$ cat config.mk
export PLATFORM = sky130hd
export DESIGN_NAME = vector_store_unit_flat
export DESIGN_NICKNAME = d
export VERILOG_FILES = /design/src/rtl/vector_store_unit_pkg.sv /design/src/rtl/vector_store_unit_if.sv /design/src/rtl/vector_store_unit.sv /design/src/flat_wrapper.sv
export SDC_FILE = /design/constraint.sdc
export NUM_CORES = 1
export LEC_CHECK = 0
export ABC_AREA = 1
export CAP_MARGIN = 20
export CELL_PAD_IN_SITES_DETAIL_PLACEMENT = 0
export CELL_PAD_IN_SITES_GLOBAL_PLACEMENT = 1
export CORE_MARGIN = 2
export CORE_UTILIZATION = 30
export CTS_CLUSTER_SIZE = 8
export DETAILED_ROUTE_END_ITERATION = 8
export PLACE_DENSITY = 0.81
export SLEW_MARGIN = 20
export SYNTH_ARGS = -nofsm -noshare
export SYNTH_HDL_FRONTEND = slang
export SYNTH_SLANG_ARGS = --single-unit
$ cat constraint.sdc
create_clock -name clk -period 2.3 [get_ports clk]
set_input_delay 0.575 -clock clk [delete_from_list [all_inputs] [get_ports clk]]
set_output_delay 0.575 -clock clk [all_outputs]
set_load 0.1 [all_outputs]
$ cat src/rtl/vector_store_unit_pkg.sv
// Shared constants and state type for the vector store path.
// Imported by the interface and the vector_store_unit module.
package vector_pkg;
  localparam int VEC_W     = 128;
  localparam int WORD_W    = 32;
  localparam int ADDR_W    = 32;
  localparam int BEATS     = VEC_W / WORD_W;
  localparam int BEAT_W    = $clog2(BEATS);
  localparam int REG_IDX_W = 5;

  typedef enum logic [1:0] {
    VS_IDLE,
    VS_CAPTURE,
    VS_WRITE,
    VS_DONE
  } vs_state_t;
endpackage

$ cat src/rtl/vector_store_unit_if.sv
// Data-memory write bus used by the vector store unit.
// The master drives one beat at a time; the slave accepts it with mem_ready.
interface vector_store_unit_if;
  import vector_pkg::*;

  logic              mem_we;
  logic [ADDR_W-1:0] mem_addr;
  logic [WORD_W-1:0] mem_wdata;
  logic              mem_ready;

  modport master (
    output mem_we,
    output mem_addr,
    output mem_wdata,
    input  mem_ready
  );

  modport slave (
    input  mem_we,
    input  mem_addr,
    input  mem_wdata,
    output mem_ready
  );
endinterface

$ cat src/rtl/vector_store_unit.sv
// Snapshots one vector register and writes it to memory as BEATS word beats,
// lowest word first, with a per-beat ready handshake.
module vector_store_unit
  import vector_pkg::*;
(
  input  logic                 clk,
  input  logic                 rst_n,
  input  logic                 start,
  input  logic [REG_IDX_W-1:0] vs_reg,
  input  logic [ADDR_W-1:0]    base_addr,
  output logic [REG_IDX_W-1:0] rf_rs,
  input  logic [VEC_W-1:0]     rf_data,
  vector_store_unit_if.master  mem,
  output logic                 busy,
  output logic                 done
);

  vs_state_t            r_state;
  vs_state_t            w_next;
  logic [REG_IDX_W-1:0] r_idx;
  logic [ADDR_W-1:0]    r_base;
  logic [VEC_W-1:0]     r_buf;
  logic [BEAT_W-1:0]    r_beat;
  logic                 w_accept;

  assign w_accept = (r_state == VS_WRITE) && mem.mem_ready;

  always_ff @(posedge clk) begin
    if (!rst_n) begin
      r_state <= VS_IDLE;
      r_idx   <= '0;
      r_base  <= '0;
      r_buf   <= '0;
      r_beat  <= '0;
    end else begin
      r_state <= w_next;
      case (r_state)
        VS_IDLE: begin
          if (start) begin
            r_idx  <= vs_reg;
            r_base <= {base_addr[ADDR_W-1:2], 2'b00};
          end
        end
        VS_CAPTURE: begin
          r_buf  <= rf_data;
          r_beat <= '0;
        end
        VS_WRITE: begin
          if (w_accept) r_beat <= r_beat + 1'b1;
        end
        default: ;
      endcase
    end
  end

  always_comb begin
    w_next = r_state;
    case (r_state)
      VS_IDLE:    if (start) w_next = VS_CAPTURE;
      VS_CAPTURE: w_next = VS_WRITE;
      VS_WRITE:   if (w_accept && (r_beat == BEAT_W'(BEATS - 1))) w_next = VS_DONE;
      VS_DONE:    w_next = VS_IDLE;
      default:    w_next = VS_IDLE;
    endcase
  end

  // Bus outputs are forced to zero outside WRITE so idle cycles carry no stale beat.
  always_comb begin
    rf_rs         = '0;
    mem.mem_we    = 1'b0;
    mem.mem_addr  = '0;
    mem.mem_wdata = '0;
    busy          = (r_state != VS_IDLE);
    done          = (r_state == VS_DONE);
    if (r_state == VS_CAPTURE) rf_rs = r_idx;
    if (r_state == VS_WRITE) begin
      mem.mem_we    = 1'b1;
      mem.mem_addr  = r_base + ADDR_W'({r_beat, 2'b00});
      mem.mem_wdata = r_buf[r_beat*WORD_W +: WORD_W];
    end
  end

endmodule

$ cat src/flat_wrapper.sv
// flat-port wrapper written by rule: the top's interface ports become plain ports
module vector_store_unit_flat import vector_pkg::*;
  (clk, rst_n, start, vs_reg, base_addr, rf_rs, rf_data, busy, done, mem_mem_we, mem_mem_addr, mem_mem_wdata, mem_mem_ready);
  vector_store_unit_if mem_i ();
  input  logic clk;
  input  logic rst_n;
  input  logic start;
  input  logic [REG_IDX_W-1:0] vs_reg;
  input  logic [ADDR_W-1:0] base_addr;
  output logic [REG_IDX_W-1:0] rf_rs;
  input  logic [VEC_W-1:0] rf_data;
  output logic busy;
  output logic done;
  output wire logic [$bits(mem_i.mem_we)-1:0] mem_mem_we;
  output wire logic [$bits(mem_i.mem_addr)-1:0] mem_mem_addr;
  output wire logic [$bits(mem_i.mem_wdata)-1:0] mem_mem_wdata;
  input wire logic [$bits(mem_i.mem_ready)-1:0] mem_mem_ready;
  assign mem_mem_we = mem_i.mem_we;
  assign mem_mem_addr = mem_i.mem_addr;
  assign mem_mem_wdata = mem_i.mem_wdata;
  assign mem_i.mem_ready = mem_mem_ready;
  vector_store_unit u_core (.clk(clk), .rst_n(rst_n), .start(start), .vs_reg(vs_reg), .base_addr(base_addr), .rf_rs(rf_rs), .rf_data(rf_data), .mem(mem_i), .busy(busy), .done(done));
endmodule
==> impl_metrics.ini <==
[grt]
grt_usage_pct = 20.5
grt_max_degree = 100
grt_pass1_vias = 8577
grt_pass1_wl_um = 45200
antenna_found_initial = 3
grt-ovfl-total = 0

[critical_path]
cp-end-kind = output port
rrSetupSlack_ps = 430
crit_required_ps = 1730
startpoint_type = flop
critPathKind = reg2out
cp_max_fo = 5
crit_arrival_ps = 2170

[floorplan]
ioPinCount = 241
rows = 59
core_um2 = 26100
start_util_pct = 30.6
dieArea_um2 = 27900
die_y_um = 167
dieWidth_um = 167

[pwr]
switching_share_pct = 44.7
p_leak_nw = 5.44
p_clk_share_pct = 20.1
pwr-share-seq_pct = 29.7
p_per_area_nw_per_um2 = 1070
vdd_drop_max_mv = 0.780
p_switching_mw = 6.75
p_int_mw = 8.36
combPwrFrac_pct = 50.2

[yosys]
syn_area_um2 = 7980
ys_ff_latch = 167
synth_flop_cell = dfxtp_1
syn-instance-count = 1224
syn_avg_cell_area_um2 = 6.52
ys_seq_area_share_pct = 41.9
ys_warn_count = 0
synth-async-reset-ratio_pct = 0
synth_cell_types = 24
synth_edf_count = 0

[cts]
cts_root_buf = clkbuf_16
cts_htree_levels = 4
clk-insertion-delay-late_ps = 440
ctsLongestPathBuffers = 2
cts_sinks = 167
numCtsBuffers = 17
cts_tree = yes
hold_buffers = 0
clkSlewWorstSetupHoldPaths_ps = 70

[layout]
nets = 1675
nFillCells = 2432
fin_cells = 1847
syn2layout_area_growth_pct = 77.2
final_util_pct = 54.3
drive_above_1_share_pct = 27.5

[routing]
drt_first_iter_violations = 604
drtPass1Iterations = 5
wl_um = 31500
routedWlPerCell_um = 17.1
num_vias = 8970
drcViolationCount = 0
vias_per_cell = 4.86
drtAntennaViolNets = 0

[placed_design]
place.gp.congestion = 0.853
dp.cells = 1772
port-buffer-count = 236
hpwl_um = 20600

[run_status]
failed_checks = setup timing
status = complete, but fails checks

[worst_hold_path]
min_path_type = reg2reg

[sta]
worst_slack_ps = -441
min_period_over_period_pct = 119
setup_viol = 61
rsz0062_at_grt = yes
fmax_mhz = 365
hold_viol = 0
final.min_clock_period_ps = 2740
fin_tns_setup_ps = -18000
slew_violations = 0
finClkSkew_ps = 9.87

[flow_run]
cap_violations = 0
[path summary, 6_finish.rpt]
check                                 from                        endpoint  cells after the start
min reg2reg   u_core.r_idx[0]$_SDFFE_PN0P_    u_core.r_idx[0]$_SDFFE_PN0P_                      2
max          u_core.r_beat[0]$_SDFFE_PN0P_                mem_mem_addr[20]                     10
min           u_core.r_idx[0]$_SDFFE_PN0P_    u_core.r_idx[0]$_SDFFE_PN0P_                      2
max reg2reg  u_core.r_beat[0]$_SDFFE_PN0P_  u_core.r_state[1]$_SDFFE_PN0P_                     11
[critical path: stages, from the launching register on]
cell,delay (ps)
dfxtp_4,360
ha_4,160
fa_2,400
nand2_4,100
nor2_4,50
nand2_4,130
nor2_4,60
nand3b_1,100
nand2_2,70
nor2_4,110
buf_12,180
[per-layer routing]
metal | GRT usage [%] | up-vias | wire length, µm
met5 | 0 | - | 11
met4 | 5.61 | 2 | 806
met3 | 6.90 | 43 | 2490
met2 | 36.9 | 296 | 15900
met1 | 23.2 | 4172 | 12300
li1 | - | 4457 | -
[what timing repair did]
item	4_1_cts	5_1_grt
gates cloned	1	14
resized for setup	118	157
pin swaps	21	44
endpoints found under the setup margin	62	62
setup buffers	8	24
[cell type report]
type | count | area [µm²] | area share, %
Clock inverter | 15 | 183 | 1.29
Clock buffer | 17 | 425 | 3.01
Tap cell | 335 | 419 | 2.96
Inverter | 47 | 213 | 1.50
Antenna cell | 1 | 2.50 | 0.0177
Sequential cell | 167 | 3370 | 23.8
Multi-Input combinational cell | 929 | 5220 | 36.9
Timing Repair Buffer | 336 | 4320 | 30.5
[registers in the layout (all words and copies together) (netlist names)]
register	flops
u_core.r_idx	5
u_core.r_buf	128
u_core.r_state	2
u_core.r_base	30
u_core.r_beat	2
[synthesized netlist by cell type, types with 2 or more instances]
master	instances	area (µm²)
buf_6	11	124
nand3_1	14	70.1
nor2_1	487	1830
inv_1	46	173
buf_2	16	80.1
clkbuf_1	48	180
ha_1	7	87.6
xnor2_1	2	17.5
dfxtp_1	167	3340
a21oi_1	65	325
nor2_4	3	33.8
nand2_1	99	372
buf_4	6	45.0
o21ai_0	238	1190
nor2_2	2	12.5
nand2_2	5	31.3
[cell usage in the layout (no fill, tap or decap), types with 2 or more instances in the layout]
| master | synthesis | final |
|---|---|---|
| ha_4 | 0 | 4 |
| nand3_2 | 1 | 6 |
| nand2_2 | 5 | 24 |
| nand2_1 | 99 | 74 |
| clkinv_8 | 0 | 2 |
| clkinvlp_4 | 0 | 3 |
| o21ai_4 | 0 | 12 |
| o21ai_1 | 0 | 26 |
| o21ai_2 | 0 | 30 |
| xnor2_2 | 0 | 2 |
| dfxtp_4 | 0 | 3 |
| nor2_4 | 3 | 32 |
| conb_1 | 1 | 2 |
| buf_8 | 0 | 4 |
| a21oi_2 | 0 | 5 |
| inv_4 | 0 | 3 |
| buf_6 | 11 | 12 |
| buf_4 | 6 | 55 |
| a21oi_4 | 0 | 40 |
| nor2_1 | 487 | 434 |
| bufinv_16 | 0 | 2 |
| inv_8 | 0 | 6 |
| clkdlybuf4s50_1 | 0 | 165 |
| inv_2 | 0 | 5 |
| nor2_2 | 2 | 27 |
| ha_1 | 7 | 3 |
| dfxtp_1 | 167 | 155 |
| buf_12 | 0 | 89 |
| dfxtp_2 | 0 | 9 |
| clkbuf_16 | 0 | 28 |
| nand2_4 | 0 | 6 |
| nand3_1 | 14 | 8 |
| inv_6 | 0 | 3 |
| a21oi_1 | 65 | 20 |
| o21ai_0 | 238 | 170 |
| inv_1 | 46 | 36 |
[cell families (layout without fill, tap and decap cells)]
| kind of cell | after synthesis | count (layout) | synth area share (%) |
|---|---|---|---|
| xor+xnor | 2 | 2 | 0.219 |
| fa+ha+maj | 8 | 8 | 1.35 |
| compound gates | 304 | 304 | 19.1 |
| buf+inv | 130 | 415 | 7.80 |
| flops | 167 | 167 | 41.9 |
| other cells | 1 | 3 | 0.0470 |
| simple gates | 612 | 613 | 29.6 |
[power by group through the flow]
stage               clock network [mW]  registers [mW]  logic [mW]
floorplan                            0            4.25        4.67
global placement                     0            4.40        6.67
detailed placement                   0            4.42        6.71
CTS                               3.08            4.40        6.94
global route                      3.21            4.60        8.13
finish                            3.03            4.49        7.58
[metrics by stage]
step | hold slack [ps] | power, mW | cell area (µm²) | setup WS (ps)
after floorplan | 455 | 8.92 | 8680 | -237
after global placement | 465 | 11.1 | 12200 | -183
after detailed placement | 473 | 11.1 | 12200 | -174
after CTS | 489 | 14.4 | 13200 | -416
after global routing | 514 | 15.9 | 14100 | -502
final | 482 | 15.1 | 14100 | -441
Note: power is estimated with default switching activity, not from simulation.
